$ cat config.mk
export PLATFORM = sky130hd
export DESIGN_NAME = led_scan_controller
export DESIGN_NICKNAME = d
export VERILOG_FILES = /design/src/rtl/led_scan_controller.sv
export SDC_FILE = /design/constraint.sdc
export NUM_CORES = 1
export LEC_CHECK = 0
export CAP_MARGIN = 5
export CORE_AREA = 2 2 96 98
export DETAILED_ROUTE_END_ITERATION = 10
export DIE_AREA = 0 0 98 100
export GPL_TIMING_DRIVEN = 1
export PLACE_DENSITY = 0.56
export SYNTH_ARGS = -nofsm -noshare
export SYNTH_HDL_FRONTEND = slang
export SYNTH_SLANG_ARGS = --single-unit
$ cat constraint.sdc
create_clock -name Clock -period 5 [get_ports Clock]
set_input_delay 0.75 -clock Clock [delete_from_list [all_inputs] [get_ports Clock]]
set_output_delay 0.75 -clock Clock [all_outputs]
set_load 0.005 [all_outputs]
$ cat src/rtl/led_scan_controller.sv
// ---------------------------------------------------------------------------
// led_scan_controller
//
// Time-multiplexed scan driver for a common-cathode multi-digit LED display.
// Each digit owns one slot per frame: BLANK_CYCLES with every digit disabled
// (anti-ghosting guard), then ON_CYCLES with its cathode enabled and its
// segments driven. Display data is double-buffered: a Load lands in pending
// registers and is promoted to the active registers only at a frame boundary,
// so a frame never mixes old and new values.
//
// Parameters:
//   NUM_DIGITS   - number of digits (>= 1)
//   ON_CYCLES    - enabled cycles per slot (>= 1)
//   BLANK_CYCLES - blanked cycles per slot before enable (>= 1)
//
// Ports:
//   Clock       in   system clock
//   nReset      in   asynchronous active-low reset
//   DigitCode   in   4 bits per digit, digit 0 rightmost at [3:0]
//   DpMask      in   decimal point request per digit
//   Load        in   strobe capturing DigitCode/DpMask
//   LeadBlank   in   leading-zero suppression enable, sampled at slot start
//   SegA..SegG  out  segment drives, active high
//   DP          out  decimal point drive, active high
//   nDigit      out  digit enables, active low, at most one low
//   FrameStart  out  one-cycle pulse in the first cycle of slot 0 (not for
//                    the first frame after reset)
// ---------------------------------------------------------------------------
module led_scan_controller #(
    parameter int unsigned NUM_DIGITS   = 4,
    parameter int unsigned ON_CYCLES    = 28,
    parameter int unsigned BLANK_CYCLES = 4
) (
    input  logic                    Clock,
    input  logic                    nReset,
    input  logic [4*NUM_DIGITS-1:0] DigitCode,
    input  logic [NUM_DIGITS-1:0]   DpMask,
    input  logic                    Load,
    input  logic                    LeadBlank,
    output logic                    SegA,
    output logic                    SegB,
    output logic                    SegC,
    output logic                    SegD,
    output logic                    SegE,
    output logic                    SegF,
    output logic                    SegG,
    output logic                    DP,
    output logic [NUM_DIGITS-1:0]   nDigit,
    output logic                    FrameStart
);

    localparam int unsigned MAXC = (ON_CYCLES > BLANK_CYCLES) ? ON_CYCLES : BLANK_CYCLES;
    localparam int unsigned CW   = (MAXC > 1) ? $clog2(MAXC) : 1;
    localparam int unsigned IW   = (NUM_DIGITS > 1) ? $clog2(NUM_DIGITS) : 1;

    localparam logic [CW-1:0] ON_LAST    = CW'(ON_CYCLES - 1);
    localparam logic [CW-1:0] BLANK_LAST = CW'(BLANK_CYCLES - 1);
    localparam logic [IW-1:0] IDX_LAST   = IW'(NUM_DIGITS - 1);

    localparam logic [0:0] ST_BLANK = 1'b0;
    localparam logic [0:0] ST_ON    = 1'b1;

    // Scheduler
    logic [0:0]    state_q, state_d;
    logic [IW-1:0] idx_q, idx_d;
    logic [CW-1:0] cnt_q, cnt_d;
    logic          fs_q, fs_d;
    logic          lb_q, lb_d;

    // Display buffers
    logic [4*NUM_DIGITS-1:0] act_code_q, act_code_d;
    logic [NUM_DIGITS-1:0]   act_dp_q, act_dp_d;
    logic [4*NUM_DIGITS-1:0] pend_code_q, pend_code_d;
    logic [NUM_DIGITS-1:0]   pend_dp_q, pend_dp_d;
    logic                    pending_q, pending_d;

    // Output registers
    logic [6:0]            seg_q, seg_d;
    logic                  dp_q, dp_d;
    logic [NUM_DIGITS-1:0] ndig_q, ndig_d;

    // Suppression / selection helpers
    logic [NUM_DIGITS-1:0] supp;
    logic                  sup_run;
    logic [3:0]            cur_code;
    logic                  cur_dp;
    logic                  cur_sup;

    // Segment pattern as {A,B,C,D,E,F,G}
    function automatic logic [6:0] seg_decode(input logic [3:0] code);
        case (code)
            4'h0:    seg_decode = 7'b1111110;
            4'h1:    seg_decode = 7'b0110000;
            4'h2:    seg_decode = 7'b1101101;
            4'h3:    seg_decode = 7'b1111001;
            4'h4:    seg_decode = 7'b0110011;
            4'h5:    seg_decode = 7'b1011011;
            4'h6:    seg_decode = 7'b1011111;
            4'h7:    seg_decode = 7'b1110000;
            4'h8:    seg_decode = 7'b1111111;
            4'h9:    seg_decode = 7'b1111011;
            4'hA:    seg_decode = 7'b0000001;
            4'hE:    seg_decode = 7'b1001111;
            default: seg_decode = 7'b0000000;
        endcase
    endfunction

    always_comb begin
        state_d = state_q;
        idx_d   = idx_q;
        cnt_d   = cnt_q + 1'b1;
        fs_d    = 1'b0;
        if (state_q == ST_BLANK) begin
            if (cnt_q == BLANK_LAST) begin
                state_d = ST_ON;
                cnt_d   = '0;
            end
        end else begin
            if (cnt_q == ON_LAST) begin
                state_d = ST_BLANK;
                cnt_d   = '0;
                if (idx_q == IDX_LAST) begin
                    idx_d = '0;
                    fs_d  = 1'b1;
                end else begin
                    idx_d = idx_q + 1'b1;
                end
            end
        end
    end

    // LeadBlank is latched in the first cycle of every slot.
    assign lb_d = (state_q == ST_BLANK && cnt_q == '0) ? LeadBlank : lb_q;

    // fs_q is high exactly in the first cycle of slot 0 BLANK that was reached
    // by wrapping, so it doubles as the frame-boundary qualifier.
    always_comb begin
        act_code_d  = act_code_q;
        act_dp_d    = act_dp_q;
        pend_code_d = pend_code_q;
        pend_dp_d   = pend_dp_q;
        pending_d   = pending_q;
        if (fs_q) begin
            pending_d = 1'b0;
            if (Load) begin
                act_code_d = DigitCode;
                act_dp_d   = DpMask;
            end else if (pending_q) begin
                act_code_d = pend_code_q;
                act_dp_d   = pend_dp_q;
            end
        end else if (Load) begin
            pend_code_d = DigitCode;
            pend_dp_d   = DpMask;
            pending_d   = 1'b1;
        end
    end

    // Walk from the most significant digit down; a digit is suppressible while
    // it and all digits above it are zero with no DP set.
    always_comb begin
        supp    = '0;
        sup_run = 1'b1;
        for (int unsigned k = 0; k < NUM_DIGITS; k++) begin
            sup_run = sup_run & (act_code_d[4*(NUM_DIGITS-1-k) +: 4] == 4'h0)
                              & ~act_dp_d[NUM_DIGITS-1-k];
            supp[NUM_DIGITS-1-k] = sup_run & (k != NUM_DIGITS - 1);
        end
    end

    // Outputs are computed from next-state values so the registered outputs
    // line up with the scheduler state of the same cycle.
    always_comb begin
        cur_code = 4'hF;
        cur_dp   = 1'b0;
        cur_sup  = 1'b0;
        ndig_d   = '1;
        seg_d    = '0;
        dp_d     = 1'b0;
        for (int unsigned i = 0; i < NUM_DIGITS; i++) begin
            if (idx_d == IW'(i)) begin
                cur_code = act_code_d[4*i +: 4];
                cur_dp   = act_dp_d[i];
                cur_sup  = supp[i];
            end
        end
        if (state_d == ST_ON) begin
            for (int unsigned i = 0; i < NUM_DIGITS; i++) begin
                ndig_d[i] = (idx_d != IW'(i));
            end
            if (!(lb_d && cur_sup)) begin
                seg_d = seg_decode(cur_code);
                dp_d  = cur_dp;
            end
        end
    end

    always_ff @(posedge Clock or negedge nReset) begin
        if (!nReset) begin
            state_q     <= ST_BLANK;
            idx_q       <= '0;
            cnt_q       <= '0;
            fs_q        <= 1'b0;
            lb_q        <= 1'b0;
            act_code_q  <= '1;
            act_dp_q    <= '0;
            pend_code_q <= '0;
            pend_dp_q   <= '0;
            pending_q   <= 1'b0;
            seg_q       <= '0;
            dp_q        <= 1'b0;
            ndig_q      <= '1;
        end else begin
            state_q     <= state_d;
            idx_q       <= idx_d;
            cnt_q       <= cnt_d;
            fs_q        <= fs_d;
            lb_q        <= lb_d;
            act_code_q  <= act_code_d;
            act_dp_q    <= act_dp_d;
            pend_code_q <= pend_code_d;
            pend_dp_q   <= pend_dp_d;
            pending_q   <= pending_d;
            seg_q       <= seg_d;
            dp_q        <= dp_d;
            ndig_q      <= ndig_d;
        end
    end

    assign SegA       = seg_q[6];
    assign SegB       = seg_q[5];
    assign SegC       = seg_q[4];
    assign SegD       = seg_q[3];
    assign SegE       = seg_q[2];
    assign SegF       = seg_q[1];
    assign SegG       = seg_q[0];
    assign DP         = dp_q;
    assign nDigit     = ndig_q;
    assign FrameStart = fs_q;

endmodule
Yosys cells after proc, flatten, opt, wreduce, memory -nomap -nowiden --
Memory sizes are Yosys's and may differ from the RTL's. Cells that the tools add are included.
Storage, ports and cells: bits in latches 0, memory bits (read-only) 112, output and inout port bits 13, register bits 63, memory bits (writable) 0, memories 1, logic and storage cells 82, input port bits 24
Cells by class: multipliers 0, equal/unequal tests 9, $lt $le $gt $ge 0, muxes and demuxes 37, shifts and indexed selects 0, divide/modulo/power cells 0, $add $sub $neg 2, reductions and logical operators 10, bitwise gates (word level) 10
Memories:
- (name not given) | words 16, width 7, rd ports 1, clocked after Yosys merged registers in 0, write ports 0, line 91 | case (code)
Operators by type and width (count):
- $mux 16 | 3
- $mux 4 | 8
- $mux 1 | 18
- $mux 5 | 3
- $mux 7 | 2
- $logic_not 4->1 | 3
- $eq 2x2->1 const B | 3
- $mux 2 | 3
- $add 5x1->5 const B | 1
- $and 1x1->1 | 5
- $eq 5x2->1 const B | 1
- $eq 5x5->1 const B | 1
- $logic_not 5->1 | 1
- $not 1->1 | 5
- $ne 2x2->1 const B | 2
- $reduce_bool 2->1 | 2
- $add 2x1->2 const B | 1
- $eq 2x1->1 const B | 1
- $logic_and 1x1->1 | 2
- $logic_not 2->1 | 1
- $ne 2x1->1 const B | 1
- $reduce_and 2->1 | 1

Longest topological paths before layout --
Gate-level depths: netlist (run 1).
depth after elaboration 15, gate-level depth with buffers 12, mapped depth without buffers 11

Worst setup path after synthesis (run 1) --
Ideal clock, no wire load.
path kind reg-to-reg, start point register cnt_q[0], end point register seg_q[2], stages on the path, launching flop included 13, buffers on the path 1, clock period less this slack 2.622 ns, data arrival time 2.547 ns, setup time 0.074 ns, required time 4.926 ns, slack 2.378 ns, cell sequence dfrtp_1 ha_1 nand2_2 or3_4 mux2i_4 buf_4 mux2i_1 mux2i_2 inv_1 ha_1 nor2_1 a211o_1 a21oi_2
On the way: longest elaborated chain between the ends 11, elaborated cells between the ends (all ways) 25, those cells by class eq/ne: 5; mux: 15; reduce/logical: 4; memory: 1
Ends and longest elaborated chain:
- start: declaration | line 66 | logic [CW-1:0] cnt_q, cnt_d;
- start signal: assignment | line 216 | cnt_q <= cnt_d;
- $eq 5x5->1 | line 119 | if (cnt_q == ON_LAST) begin
- $mux 2 | line 119
- $mux 2 | line 113 | if (state_q == ST_BLANK) begin
- $logic_not 2->1 | line 181 | if (idx_d == IW'(i)) begin
- $mux 4 (4 in a row) | line 181
- $mem_v2 16x7
- $mux 7 | line 191 | if (!(lb_d && cur_sup)) begin
- $mux 7 * | line 187 | if (state_d == ST_ON) begin
- net seg_d[2] | line 78 | logic [6:0] seg_q, seg_d;
- end signal: assignment | line 224 | seg_q <= seg_d;
- end: declaration | line 78
Mark *: on every way through the listed nets, which the timed path passes. The rest lies on a longest branch. A chain may end at the register's enable or synchronous reset.

Worst setup path in the final report (run 1) --
start point input port Load, end point register seg_q[2]
On the way: elaborated cells between the ends (all ways) 26, those cells by class mux: 13; bitwise: 8; reduce/logical: 4; memory: 1
RTL lines:
- start: declaration | line 38 | input logic Load,
- $mux 16 * | line 145 | if (Load) begin
- $mux 16 * | line 143 | if (fs_q) begin
- net act_code_d[5] | line 71 | logic [4*NUM_DIGITS-1:0] act_code_q, act_code_d;
- branches (longest 7 deep; another with $mem_v2 16x7)
- $mux 7 * | line 191
- $mux 7 * | line 187
- net seg_d[2] | line 78
Mark *: on every way through the listed nets, which the timed path passes.

==> results.sh, run 1 <==
export IMPL_nets=319
export IMPL_vias=2023
export IMPL_die_w_um=98
export IMPL_netlist_area_sq_um=2980
export IMPL_io_buffers=36
export IMPL_numCtsBuffers=9
export IMPL_yosysUniqueCellTypes=42
export IMPL_p_int_w=0.000850
export IMPL_die_h_um=100
export IMPL_hp_class="input pin to async pin"
export IMPL_cts_resized_gates=0
export IMPL_ys_flop_type="dfrtp_1"
export IMPL_drive_gt1_share_pct=25.0
export IMPL_setup_viol=0
export IMPL_rsz0062_at_grt="false"
export IMPL_cp_cell_sequence="clkdlybuf4s50_1 > buf_4 > nor2b_1 > buf_4 > a22o_1 > a22o_1 > mux2i_1 > mux2i_2 > inv_1 > ha_1 > nor2_1 > a211o_1 > a21oi_2"
export IMPL_gp_congestion=0.793
export IMPL_slew_violations=0
export IMPL_power_leakage_nw=1.57
export IMPL_slew_headroom_pct=47.7
export IMPL_final_cell_area_sq_um=3670
export IMPL_antenna_found_initial=0
export IMPL_grt_first_pass_wirelength_um=10600
export IMPL_fin_crit_sh_pct=68.3
export IMPL_power_density_nw_per_um2=298
export IMPL_firstDrtPassIters=4
export IMPL_use_met1_pct=18.5
export IMPL_yosysMostFrequentCell="dfrtp_1"
export IMPL_seq_area_sq_um=1600
export IMPL_placed_area_sq_um=3450
export IMPL_vias_per_cell=5.02
export IMPL_drc=0
export IMPL_die_area_sq_um=9800
export IMPL_final_antenna_net_count=0
export IMPL_multi_input_area_sq_um=1270
export IMPL_syn_area_per_cell_sq_um=12.0
export IMPL_grtUsageTotal_pct=13.5
export IMPL_total_power_w=0.00109
export IMPL_finalWirelength_um=6080
export IMPL_cts_sinks=63
export IMPL_synthDominantCellAreaShare_pct=36.1
export IMPL_grt_max_degree=40
export IMPL_met2_usage_pct=21.3
export IMPL_drt_initial_drc_count=64
export IMPL_yosysWarnings=0
export IMPL_path_max_fanout=24
export IMPL_gr_total_overflow=0
export IMPL_required_ns=5.18
export IMPL_fillCellCount=884
export IMPL_syn_nets=280
export IMPL_start_util_pct=33.5
export IMPL_synth_edff_count=0
export IMPL_io_pins=37
export IMPL_max_freq_mhz=293
export IMPL_critPathBufInv=4
export IMPL_rrSetupSlack_ns=1.96
export IMPL_criticalPathCategory="input pin to flip-flop"
export IMPL_root_buffer="clkbuf_8"
export IMPL_min_period_ns=3.42
export IMPL_grt_busiest_layer="met2"
export IMPL_post_cts_buffers=0
export IMPL_dp_hpwl_um=4300
export IMPL_slowest_delay_ns=0.51
export IMPL_tightestPinTransition_ns=0.784
export IMPL_async_flop_share_pct=100
export IMPL_insertion_delay_ns=0.33
export IMPL_clk_pin_slew_ns=0.07
export IMPL_cts_htree_levels=3
export IMPL_finalClockSkew_ns=0.00836
export IMPL_arrival_ns=3.60
export IMPL_rows=35
export IMPL_hold_ws_ns=0.396
export IMPL_clockBufferDepth=2
export IMPL_pwr_share_comb_pct=7.8
export IMPL_worstSetupEndpointType="flip-flop"
export IMPL_cp_slowest_cell="nor2b_1"
export IMPL_synth_area_top_cells="dfrtp_1 (36%), dfstp_2 (18%), a22o_1 (11%), mux2_2 (9.1%), mux2i_1 (3.7%)"
export IMPL_ir_worst_vdd_mv=0.143
export IMPL_first_global_vias=2114
export IMPL_grtUsageMet3_pct=2.79
export IMPL_setup_tns_ns=0
export IMPL_ys_seq_area_share_pct=53.8
export IMPL_synthCells=248
export IMPL_synthTopCellsByCount="dfrtp_1 (43), a22o_1 (38), mux2_2 (24), dfstp_2 (20)"
export IMPL_fin_util_pct=41.3
export IMPL_seq_power_share_pct=49.3
export IMPL_core_area_sq_um=8890
export IMPL_postCtsHoldBufs=0
export IMPL_synth_seq_cells=63
export IMPL_drv_cap=0
export IMPL_cts_tree="yes"
export IMPL_status="complete, no violations"
export IMPL_p_switching_w=0.000243
export IMPL_startpoint_type="input pin"
export IMPL_diodes=0
export IMPL_sw_frac_of_total_pct=22.2
export IMPL_hold_viol_final=0
export IMPL_clock_power_share_pct=42.9
export IMPL_cp_top_family="buffers and inverters"
export IMPL_synth_top_area_cell="dfrtp_1"
export IMPL_wl_per_cell_um=15.1
export IMPL_syn_to_final_growth_pct=23.2
==> kinds of logic after synthesis <==
kind of cell	share of synthesized area (%)
AO/OA/AOI/OAI	17.1
flip-flops	53.8
adder cells (fa/ha/maj)	3.36
buffers and inverters	3.49
XOR/XNOR	0.294
AND/OR/NAND/NOR	7.95
multiplexers	14.0
==> metal layers <==
layer | share of wire [%] | vias up
li1 | - | 983
met1 | 49 | 988
met2 | 47 | 45
met3 | 3.6 | 7
met4 | 1.2 | 0
met5 | 0 | -
==> path summary, 6_finish.rpt <==
kind                                       from                 endpoint  depth (start not counted)
max in group asynchronous                nReset  act_code_q[4]$_DFF_PN1_                          2
min reg2reg                  cnt_q[0]$_DFF_PN0_       cnt_q[0]$_DFF_PN0_                          1
max                                        Load       seg_q[2]$_DFF_PN0_                         13
max reg2reg                FrameStart$_DFF_PN0_       seg_q[3]$_DFF_PN0_                          8
min in group Clock           cnt_q[0]$_DFF_PN0_       cnt_q[0]$_DFF_PN0_                          1
min                                      nReset       seg_q[5]$_DFF_PN0_                          1
==> flip-flops by register name, indices dropped and copies added (netlist names) <==
name / cells
lb_q: 1
idx_q: 2
seg_q: 7
pend_dp_q: 4
act_code_q: 16
DP: 1
state_q: 1
pending_q: 1
cnt_q: 5
FrameStart: 1
act_dp_q: 4
nDigit: 4
pend_code_q: 16
==> power by group through the flow <==
| stage | Sequential (W) | Combinational, W | Clock [W] |
|---|---|---|---|
| floorplan | 0.000545 | 0.0000413 | 0 |
| global placement | 0.000548 | 0.0000863 | 0 |
| detailed placement | 0.000548 | 0.0000871 | 0 |
| CTS | 0.000538 | 0.0000873 | 0.000484 |
| global route | 0.000540 | 0.0000949 | 0.000509 |
| finish | 0.000539 | 0.0000857 | 0.000469 |
==> stage by stage <==
| step | std cells | setup slack [ns] |
|---|---|---|
| 2_1_floorplan | 248 | 2.38 |
| 3_3_place_gp | 387 | 1.32 |
| 3_5_place_dp | 387 | 1.28 |
| 4_1_cts | 403 | 1.63 |
| 5_1_grt | 403 | 1.26 |
| 6_report | 403 | 1.58 |
==> final cells by class <==
type / count / share of cell area [%]
flip-flops and latches: 63 / 43.7
multi-input cells: 161 / 34.7
repair buffers: 42 / 10.9
clock buffers: 12 / 4.50
well taps: 111 / 3.79
clock inverters: 4 / 1.43
inverters: 10 / 1.02
==> worst reg2reg max path, delay by kind of cell (launching register included) <==
kind                   cells  cell delay (ns)
and+or+nand+nor            1             0.32
AOI/OAI and AO/OA          6             1.49
DFF                        1             0.85
buffers and inverters      1             0.25
==> placed cells by master (no fill, tap or decap), types with 6 or more instances in the layout <==
cell type        count
dfrtp_1             43
a22o_1              38
clkdlybuf4s50_1     35
mux2_2              24
dfstp_2             20
nor2_1              14
nand2_1             14
clkbuf_8            12
mux2i_1             11
inv_1               10
a21oi_1              8
ha_1                 8
buf_4                6
No activity file was read; power rests on OpenSTA's default activity.
==> inputs of run 2 (changes only) <==
--- a/config.mk
+++ b/config.mk
@@ -10,7 +10,7 @@
 export DETAILED_ROUTE_END_ITERATION = 10
 export DIE_AREA = 0 0 98 100
 export GPL_TIMING_DRIVEN = 1
-export PLACE_DENSITY = 0.56
+export PLACE_DENSITY = 0.58
 export SYNTH_ARGS = -nofsm -noshare
 export SYNTH_HDL_FRONTEND = slang
 export SYNTH_SLANG_ARGS = --single-unit
==> constraint.sdc (replaced) <==
create_clock -name Clock -period 2.9 [get_ports Clock]
set_input_delay 0.435 -clock Clock [delete_from_list [all_inputs] [get_ports Clock]]
set_output_delay 0.435 -clock Clock [all_outputs]
set_load 0.005 [all_outputs]
==> results.sh, run 2 (synthesis gave the netlist of run 1 again) <==
export IMPL_cts_tree="yes"
export IMPL_diodes=0
export IMPL_r2r_end="seg_q[2]$_DFF_PN0_"
export IMPL_hp_class="input pin to async pin"
export IMPL_fin_crit_sh_pct=92.2
export IMPL_die_w_um=98
export IMPL_slew_headroom_pct=47.3
export IMPL_setup_tns_ns=0
export IMPL_setup_viol=0
export IMPL_clock_power_share_pct=41.6
export IMPL_drt_initial_drc_count=96
export IMPL_power_density_nw_per_um2=482
export IMPL_regToRegStartpoint="cnt_q[0]$_DFF_PN0_"
export IMPL_final_cell_mix="dfrtp_1 (43), a22o_1 (38), clkdlybuf4s50_1 (35)"
export IMPL_grtUsageTotal_pct=13.1
export IMPL_nets=343
export IMPL_clockBufferDepth=2
export IMPL_rows=35
export IMPL_cts_resized_gates=0
export IMPL_hold_ws_ns=0.267
export IMPL_core_area_sq_um=8890
export IMPL_grt_max_degree=64
export IMPL_finalWirelength_um=6100
export IMPL_vias_per_cell=4.90
export IMPL_sw_frac_of_total_pct=22.1
export IMPL_p_int_w=0.00144
export IMPL_criticalPathCategory="flip-flop to flip-flop"
export IMPL_postCtsHoldBufs=0
export IMPL_slowest_delay_ns=0.41
export IMPL_arrival_ns=2.93
export IMPL_placed_area_sq_um=3610
export IMPL_cp_cell_sequence="ha_1 > nand2_2 > or3_4 > mux2i_4 > buf_12 > buf_4 > mux2i_1 > mux2_2 > nor2_1 > a211o_1 > a21oi_2"
export IMPL_firstDrtPassIters=5
export IMPL_power_leakage_nw=1.69
export IMPL_vias=2087
export IMPL_cts_sinks=63
export IMPL_numCtsBuffers=9
export IMPL_rsz0062_at_grt="false"
export IMPL_finalClockSkew_ns=0.0101
export IMPL_p_switching_w=0.000410
export IMPL_layout_commonest_cell="dfrtp_1"
export IMPL_wl_per_cell_um=14.3
export IMPL_slew_violations=0
export IMPL_dp_hpwl_um=4310
export IMPL_cp_slowest_cell="or3_4"
export IMPL_r2r_cells=11
export IMPL_worstSetupEndpointType="flip-flop"
export IMPL_drv_cap=0
export IMPL_ir_worst_vdd_mv=0.205
export IMPL_cts_htree_levels=3
export IMPL_root_buffer="clkbuf_8"
export IMPL_fin_util_pct=43.2
export IMPL_pwr_share_comb_pct=8.2
export IMPL_final_antenna_net_count=0
export IMPL_min_period_ns=2.67
export IMPL_grt_first_pass_wirelength_um=10200
export IMPL_status="complete, no violations"
export IMPL_path_max_fanout=11
export IMPL_fin_ws_ns=0.226
export IMPL_die_area_sq_um=9800
export IMPL_seq_power_share_pct=50.1
export IMPL_required_ns=3.16
export IMPL_largestRegisters="act_code_q: 16 flops, pend_code_q: 16 flops, seg_q: 7 flops"
export IMPL_startpoint_type="flip-flop"
export IMPL_syn_to_final_growth_pct=29.0
export IMPL_first_global_vias=2053
export IMPL_drive_gt1_share_pct=30.2
export IMPL_io_pins=37
export IMPL_final_cell_area_sq_um=3840
export IMPL_fillCellCount=844
export IMPL_gr_total_overflow=0
export IMPL_drc=0
export IMPL_start_util_pct=33.5
export IMPL_tightestPinTransition_ns=0.790
export IMPL_antenna_found_initial=0
export IMPL_die_h_um=100
export IMPL_gp_congestion=0.849
export IMPL_dp_slack_ns=-0.00186
export IMPL_clk_pin_slew_ns=0.07
export IMPL_max_freq_mhz=374
export IMPL_insertion_delay_ns=0.33
export IMPL_hold_viol_final=0
export IMPL_io_buffers=36
export IMPL_rrSetupSlack_ns=0.23
-- run 2: cell types whose count changed in the layout (fill, tap and decap cells not counted) --
cell / before / now
buf_4: 6 / 29
clkbuf_8: 12 / 11
clkinvlp_4: 3 / 1
clkinv_2: 0 / 1
buf_12: 0 / 1
clkbuf_1: 0 / 1
-- run 2: layout make-up --
cell class / instances / area (sq um) / share of cell area, %
Sequential cell: 63 / 1600 / 41.7
Multi-Input combinational cell: 161 / 1270 / 33.1
Timing Repair Buffer: 66 / 593 / 15.4
Clock buffer: 12 / 155 / 4.04
Tap cell: 111 / 139 / 3.62
Clock inverter: 3 / 42.5 / 1.11
Inverter: 10 / 37.5 / 0.978
-- run 2: power by group through the flow --
stage / combinational, W / clock [W] / sequential (W)
after global routing: 0.000168 / 0.000837 / 0.000931
after global placement: 0.000155 / 0 / 0.000942
after detailed placement: 0.000156 / 0 / 0.000943
final: 0.000152 / 0.000771 / 0.000927
after floorplan: 0.0000711 / 0 / 0.000940
after CTS: 0.000156 / 0.000801 / 0.000927
-- run 2: worst max-delay path by stage --
stage / from / endpoint / depth (start not counted)
after CTS: cnt_q[0]$_DFF_PN0_ / seg_q[2]$_DFF_PN0_ / 10
after detailed placement: Load / seg_q[6]$_DFF_PN0_ / 13
after global routing: cnt_q[0]$_DFF_PN0_ / seg_q[6]$_DFF_PN0_ / 12
final: cnt_q[0]$_DFF_PN0_ / seg_q[2]$_DFF_PN0_ / 11
after global placement: Load / seg_q[1]$_DFF_PN0_ / 13
after floorplan: cnt_q[0]$_DFF_PN0_ / seg_q[2]$_DFF_PN0_ / 12
-- run 2: what timing repair did --
action | in CTS | in global routing
setup buffers | 0 | 2
setup endpoints to repair | 0 | 5
endpoints found under the hold margin | 0 | 0
-- run 2: critical path, delay by kind of cell (launching register included) --
family / cells / cell delay (ns)
mux: 3 / 0.76
simple gates: 3 / 0.55
compound gates: 2 / 0.39
flops: 1 / 0.38
buf+inv: 2 / 0.27
fa+ha+maj: 1 / 0.25
-- run 2: layer usage --
layer | part of all wire, % | track usage [%] | wire length (um)
met5 | 0 | 0 | 0
met4 | 1.5 | 5.77 | 89
met3 | 2.4 | 2.30 | 147
met2 | 46 | 20.4 | 2800
met1 | 50 | 18.0 | 3060
-- run 2: per-stage QoR --
stage / instances / total power, W
floorplan: 248 / 0.00101
global placement: 409 / 0.00110
detailed placement: 409 / 0.00110
CTS: 424 / 0.00188
global route: 426 / 0.00194
finish: 426 / 0.00185
==> inputs of run 3 (changes only) <==
--- a/config.mk
+++ b/config.mk
@@ -9,6 +9,7 @@
 export CORE_AREA = 2 2 96 98
 export DETAILED_ROUTE_END_ITERATION = 10
 export DIE_AREA = 0 0 98 100
+export GPL_ROUTABILITY_DRIVEN = 0
 export GPL_TIMING_DRIVEN = 1
 export PLACE_DENSITY = 0.58
 export SYNTH_ARGS = -nofsm -noshare
==> results of run 3 <==
No change in the layout: final DEF, timing and power equal those of run 2.
